<file path="src/rtl/microop_sequencer.sv">
// ============================================================================
// Module   : microop_sequencer
// Purpose  : Microcode sequencer. Holds the opcode and micro-op counter, and
//            decodes microcode words into datapath strobes. Optional
//            SINGLE_STEP_EN adds a STEP input that halts at instruction
//            boundaries.
// Revision : 1.0  initial release
// ============================================================================
`default_nettype none

module microop_sequencer #(
  parameter logic [5:0] RESET_OPCODE = 6'd0,
  parameter logic [5:0] FETCH_OPCODE = 6'd1,
  parameter logic [4:0] PC_REG       = 5'd31
) (
  input  logic        CLK,
  input  logic        N_RST,
`ifdef SINGLE_STEP_EN
  input  logic        STEP,
`endif
  output logic [10:0] MC_ADDR,
  input  logic [31:0] MC_DATA,
  input  logic [31:0] OPWORD,
  input  logic [31:0] BUS,
  input  logic        MMU_READY,
  output logic [4:0]  REG_IDX,
  output logic [31:0] CTRL_CONST,
  output logic [9:0]  OUT_EN,
  output logic [6:0]  IN_WE,
  output logic [2:0]  MLU_OP,
  output logic        MLU_CARRY,
  output logic [1:0]  SHIFTER_OP,
  output logic        ISSUE,
  output logic        FAULT
);

  typedef enum logic [1:0] {
    ST_RUN       = 2'd0,
    ST_FAULT     = 2'd1,
    ST_STEP_WAIT = 2'd2
  } state_t;

  state_t     state_q, state_d;
  logic [5:0] opcode_q, opcode_d;
  logic [4:0] count_q, count_d;
  logic       issue_q, issue_d;

  // Microcode word fields
  logic [5:0] ctrl_data;
  logic [1:0] reg_sel;
  logic [3:0] out_plane;
  logic [2:0] in_plane;
  logic       cnt_rst;
  logic       opcode_sel;
  logic       stall;
  logic       bad_word;
  logic [9:0] out_dec;
  logic [6:0] in_dec;
  logic       unused_bits;

  assign ctrl_data  = MC_DATA[5:0];
  assign reg_sel    = MC_DATA[7:6];
  assign out_plane  = MC_DATA[11:8];
  assign in_plane   = MC_DATA[14:12];
  assign cnt_rst    = MC_DATA[15];
  assign opcode_sel = MC_DATA[22];

  assign MC_ADDR    = {opcode_q, count_q};
  assign CTRL_CONST = {26'd0, ctrl_data};
  assign MLU_OP     = MC_DATA[18:16];
  assign MLU_CARRY  = MC_DATA[19];
  assign SHIFTER_OP = MC_DATA[21:20];
  assign ISSUE      = issue_q;
  assign FAULT      = (state_q == ST_FAULT);

  // Code 0 selects no driver; codes past the vector width shift out to zero.
  assign out_dec = (10'd1 << out_plane) & 10'h3FE;
  assign in_dec  = (7'd1 << in_plane) & 7'h7E;

  assign stall    = ((out_plane == 4'd4) || (in_plane == 3'd4)) && !MMU_READY;
  assign bad_word = (out_plane >= 4'd10) || (in_plane == 3'd7) ||
                    (MC_DATA[31:23] != 9'd0) ||
                    ((count_q == 5'd31) && !cnt_rst);

  assign unused_bits = ^{OPWORD[10:0], BUS[31:6], FETCH_OPCODE};

  always_comb begin
    state_d  = state_q;
    opcode_d = opcode_q;
    count_d  = count_q;
    issue_d  = 1'b0;
    OUT_EN   = 10'd0;
    IN_WE    = 7'd0;

    case (reg_sel)
      2'd0:    REG_IDX = OPWORD[25:21];
      2'd1:    REG_IDX = OPWORD[20:16];
      2'd2:    REG_IDX = OPWORD[15:11];
      default: REG_IDX = ctrl_data[4:0];
    endcase

    case (state_q)
      ST_RUN: begin
        OUT_EN = out_dec;
        if (!stall) begin
          IN_WE = in_dec;
          if (bad_word) begin
            state_d = ST_FAULT;
          end else begin
            count_d = cnt_rst ? 5'd0 : count_q + 5'd1;
            if (in_plane == 3'd6) begin
              opcode_d = opcode_sel ? BUS[5:0] : OPWORD[31:26];
              issue_d  = !opcode_sel;
`ifdef SINGLE_STEP_EN
              if (opcode_d == FETCH_OPCODE) state_d = ST_STEP_WAIT;
`endif
            end
          end
        end
      end
`ifdef SINGLE_STEP_EN
      ST_STEP_WAIT: begin
        if (STEP) state_d = ST_RUN;
      end
`endif
      ST_FAULT: begin
        REG_IDX = PC_REG;
      end
      default: begin
        state_d = ST_FAULT;
      end
    endcase

    // No strobe may leave the block while reset is asserted.
    if (!N_RST) begin
      OUT_EN = 10'd0;
      IN_WE  = 7'd0;
    end
  end

  always_ff @(posedge CLK) begin
    if (!N_RST) begin
      state_q  <= ST_RUN;
      opcode_q <= RESET_OPCODE;
      count_q  <= 5'd0;
      issue_q  <= 1'b0;
    end else begin
      state_q  <= state_d;
      opcode_q <= opcode_d;
      count_q  <= count_d;
      issue_q  <= issue_d;
    end
  end

endmodule

`default_nettype wire

</file>
<file path="config.mk">
export PLATFORM = sky130hd
export DESIGN_NAME = microop_sequencer
export DESIGN_NICKNAME = d
export VERILOG_FILES = /design/src/rtl/microop_sequencer.sv
export SDC_FILE = /design/constraint.sdc
export NUM_CORES = 1
export LEC_CHECK = 0
export ABC_AREA = 0
export BUFFER_PORTS_ARGS = -buffer_cell sky130_fd_sc_hd__buf_2
export CAP_MARGIN = 25
export CORE_MARGIN = 3
export CORE_UTILIZATION = 33
export CTS_CLUSTER_DIAMETER = 100
export DETAILED_ROUTE_END_ITERATION = 6
export GPL_ROUTABILITY_DRIVEN = 0
export GPL_TIMING_DRIVEN = 0
export PLACE_DENSITY = 0.83
export SKIP_CTS_REPAIR_TIMING = 1
export SLEW_MARGIN = 20
export SYNTH_ARGS = -nofsm -noshare
export SYNTH_HDL_FRONTEND = slang
export SYNTH_SLANG_ARGS = --single-unit
</file>
<file path="constraint.sdc">
create_clock -name CLK -period 2.1 [get_ports CLK]
set_input_delay 0.315 -clock CLK [delete_from_list [all_inputs] [get_ports CLK]]
set_output_delay 0.315 -clock CLK [all_outputs]
set_load 0.01 [all_outputs]
</file>
### After elaboration in Yosys (flattened, before gate mapping)

Index checks and enable logic that the tools add are counted.
W data, S select, Z words.

| storage, ports and cells | value |
|---|---|
| register bits | 14 |
| bits of input ports | 99 |
| output and inout bits | 73 |
| logic and storage cells | 52 |

| cells by class | value |
|---|---|
| $add $sub $neg | 1 |
| $lt $le $gt $ge | 1 |
| eq/ne operators | 10 |
| shifts and indexed selects | 2 |
| muxes and demuxes | 12 |
| bitwise logic cells | 6 |
| reduce and logical (&&, ||, !) cells | 16 |

Operators by type and width:

| operator | count |
|---|---|
| $mux W7 | 3 |
| $mux W10 | 2 |
| $pmux W5 S3 | 1 |
| $mux W5 | 2 |
| $shl A1 B4 Y10 const A | 1 |
| $eq A3 B3 Y1 const B | 3 |
| $reduce_bool A9 Y1 | 1 |
| $shl A1 B3 Y7 const A | 1 |
| $mux W6 | 1 |
| $not A1 Y1 | 6 |
| $reduce_and A3 Y1 | 2 |
| $add A5 B1 Y5 const B | 1 |
| $eq A5 B5 Y1 const B | 1 |
| $reduce_or A5 Y1 | 1 |
| $eq A2 B1 Y1 const B | 2 |
| $eq A4 B3 Y1 const B | 1 |
| $ge A4 B4 Y1 const B | 1 |
| $logic_not A2 Y1 | 2 |
| $logic_or A1 B1 Y1 | 4 |
| $mux W2 | 2 |
| $ne A2 B2 Y1 const B | 2 |
| $pmux W2 S2 | 1 |
| $reduce_and A4 Y1 | 1 |
| $logic_not A1 Y1 | 3 |
| 2 further kinds | 3 |

### Logic depth before layout (Yosys ltp)

| depth | value |
|---|---|
| depth after elaboration | 7 |
| mapped depth | 7 |
| depth with buffers taken out | 7 |

### Least setup slack after synthesis

No wires, ideal clock.

| path | value |
|---|---|
| path kind | register -> register |
| start point | reg count_q[0] |
| end point | reg opcode_q[0] |
| library setup time | 0.072 ns |
| arrival time | 1.852 ns |
| required time | 2.028 ns |
| setup slack | 0.176 ns |
| cell stages (with the launch flop) | 8 |
| buffers on the path | 0 |
| clock period less this slack | 1.924 ns |
| cell sequence | dfxtp_1 > ha_1 > and3_1 > ha_1 > nand2b_1 > nand3_4 > nor4_4 > mux2i_1 |

| on the way | value |
|---|---|
| word-level cells in the longest chain between the ends | 5 |

RTL lines:

| item | RTL line | text |
|---|---|---|
| start: declaration | 45 | `logic [4:0] count_q, count_d;` |
| start signal: assignment | 150 | `count_q <= count_d;` |
| $eq A5 B5 Y1 | 83 | `((count_q == 5'd31) && !cnt_rst);` |
| $logic_and A1 B1 Y1 | 83 |  |
| $logic_or A1 B1 Y1 | 82 | `(MC_DATA[31:23] != 9'd0) \|\|` |
| $not A1 Y1 (no source line) | - |  |
| $reduce_and A4 Y1 (no source line) | - |  |
| end signal: assignment | 149 | `opcode_q <= opcode_d;` |
| end: declaration | 44 | `logic [5:0] opcode_q, opcode_d;` |

No other way between the ends.
A chain may end at the register's enable or synchronous reset.

### Worst setup path after layout

Ends and elaborated chain as after synthesis.

==> metrics.txt <==
ANT cells 0; syn_area_per_cell 8.202 µm²; io pins 172; Clock Path Buffers 2; # setup viols final 0; CTS buffer count 3; #FFs+latches synth 13; CP max FO 6; Netlist cell types 35; worst-skew pair later-pin latency 0.24 ns; via count 1556; CP max stage cell nor4_4; DP HPWL 3220 µm; num rows 23; Min-Delay Path Class in2reg; initial antenna violation count 0; Core ar. 4058 µm²; sequential area share after synthesis 18.55%; Commonest cells post-synth buf_4 (40), nand2_1 (15), dfxtp_1 (13), nor2_1 (12), nand2b_1 (11); Layout Nets 402; Mapped Area 1403 µm²; CTS root buffer clkbuf_8; TritonRoute pass-1 iters 4; R2R Path End opcode_q[0]; Synth Flop Type dfxtp_1; Pleak 1.088 nW; CTS tree yes; status complete, no violations; Slew Viols, Final 0; Final Cycle Share 92.14%; placed insts 346; Worst R2R Path Depth 7; Final Routed Wirelength 3677 µm; Die Area 5069 µm²; hold_ws 0.3799 ns; clock-pin slew of the registers on the worst-case setup and hold paths 0.05 ns; count leader, synth buf_4; final std cells w/o fill 350; area leader, netlist buf_4; GRT Util Overall 14.06%; Via-to-Cell Ratio 4.446; CTS H-Tree Depth 1; GRT Residual Overflow 0; Crit path top cell by count ha_1; global-route wire length before repair 6044 µm; unrepaired setup endpoints after global routing false; skew final 0.001156 ns; Critical Path Sink opcode_q[0]; wire length per cell 10.51 µm; maximum clock frequency 516.8 MHz; setup ws final 0.1651 ns; post-place setup slack 0.02889 ns; critical-path cell list ha_1, and3_1, ha_1, nand2b_1, nand3_4, nor4_4, mux2i_1; synth warn 0; Period minus WS final 1.935 ns; max incr delay on CP 0.44 ns; total power 0.0007348 W; slew margin rel. 62.52%; R2R Setup Slk 0.17 ns; ys async rst share 0%; Die Wd 71.20 µm; Final TNS setup 0 ns; DRT iter0 DRCs 61; CP endpoint kind flop; Max VDD drop 0.2513 mV; ranking of synthesized cells by area buf_4 (21%), dfxtp_1 (19%), mux4_2 (8.0%); final hold violation count 0; Startpoint Class flop; data arrival time of the critical path 2.10 ns; crit path from count_q[0]; area growth from synthesis to layout 50.04%; Yosys top cell area share 21.41%; DRC viols 0; synthesized instance count 171; vias in the first global route 1458; Req. time, crit path 2.27 ns; Setup CP Type reg2reg; port bufs 98; CTS sink cnt 13; Slew @ Worst Pin 0.5580 ns; share of layout cells above drive strength 1 52.00%; largest net degree at the start of global routing 11; Routed Antenna Nets 0; Power Dens Cells 349.1 nW/µm²; max-cap violations 0; initial core utilization 34.57%; R2R Path Start count_q[0]; Die Y 71.20 µm; EDFF count, synth 0
## layout by cell type (no fill, tap or decap), drive strengths merged
cell    instances
and3            4
or4b            1
nand4           2
o21ai           5
nand2          15
o32ai           1
conb           28
nor3            6
o21bai          1
nor3b           1
a21oi           2
or2             5
o21ba           1
clkbuf          9
mux2i           9
nor4b           1
o211ai          7
nand2b         11
or3             1
nand3           6
a41o            1
nand3b          3
mux4            5
nor4            6
ha              2
buf           138
nor2           13
dfxtp          13
inv             3
## metal layers
metal / vias up / wire [µm] / GRT usage [%]
met4: 0 / 19 / 2.296
li1: 795 / - / -
met5: - / 0 / 0
met1: 680 / 1386 / 16.15
met3: 2 / 446 / 4.261
met2: 79 / 1824 / 25.82
## flip-flops by register name, indices dropped and copies added, names as in the netlist
register  flops
ISSUE         1
count_q       5
opcode_q      6
state_q       1
## power by group
part | internal [W] | switching (W)
Clock | 0.000134 | 0.0000851
Combinational | 0.000141 | 0.000127
Sequential | 0.000248 | 0.000000801
Total | 0.000522 | 0.000212
## worst min-delay path by stage
stage	startpoint	endpoint	slack, ns	cells after the start
2_1_floorplan	opcode_q[0]	opcode_q[0]	0.48	2
3_3_place_gp	opcode_q[5]	opcode_q[5]	0.44	2
3_5_place_dp	opcode_q[4]	opcode_q[4]	0.45	2
4_1_cts	OPWORD[28]	opcode_q[2]	0.38	3
5_1_grt	OPWORD[28]	opcode_q[2]	0.40	3
6_report	OPWORD[28]	opcode_q[2]	0.38	3
## layout make-up
| cell class | instances | area (µm²) |
|---|---|---|
| multi-input combinational | 137 | 915.9 |
| fill | 395 | 1953 |
| timing repair buffer | 98 | 490.5 |
| tap | 50 | 62.56 |
| sequential | 13 | 260.3 |
| buffer | 45 | 319.1 |
| inverter | 3 | 11.26 |
| clock buffer | 4 | 45.04 |
## critical path: cells and delay by family (launching register included)
kind | cells | cell delay (ns)
adders and majority gates | 2 | 0.41
DFF | 1 | 0.34
muxes | 1 | 0.24
and+or+nand+nor | 4 | 0.87
## kinds of logic (layout without fill, tap and decap cells)
family / Yosys count / in the layout / synth area share, %
compound gates: 18 / 18 / 8.831
fa+ha+maj: 2 / 2 / 1.784
buf+inv: 48 / 150 / 23.55
flops: 13 / 13 / 18.55
mux: 14 / 14 / 14.45
other cells: 1 / 28 / 0.2674
simple gates: 75 / 75 / 32.56
## per-stage QoR
stage,instance area (µm²),util [%]
final,2105,51.87
after global routing,2105,51.87
after CTS,2102,51.80
after detailed placement,2057,50.69
after global placement,2057,50.69
after floorplan,1504,-
No activity file was read; power rests on OpenSTA's default activity.
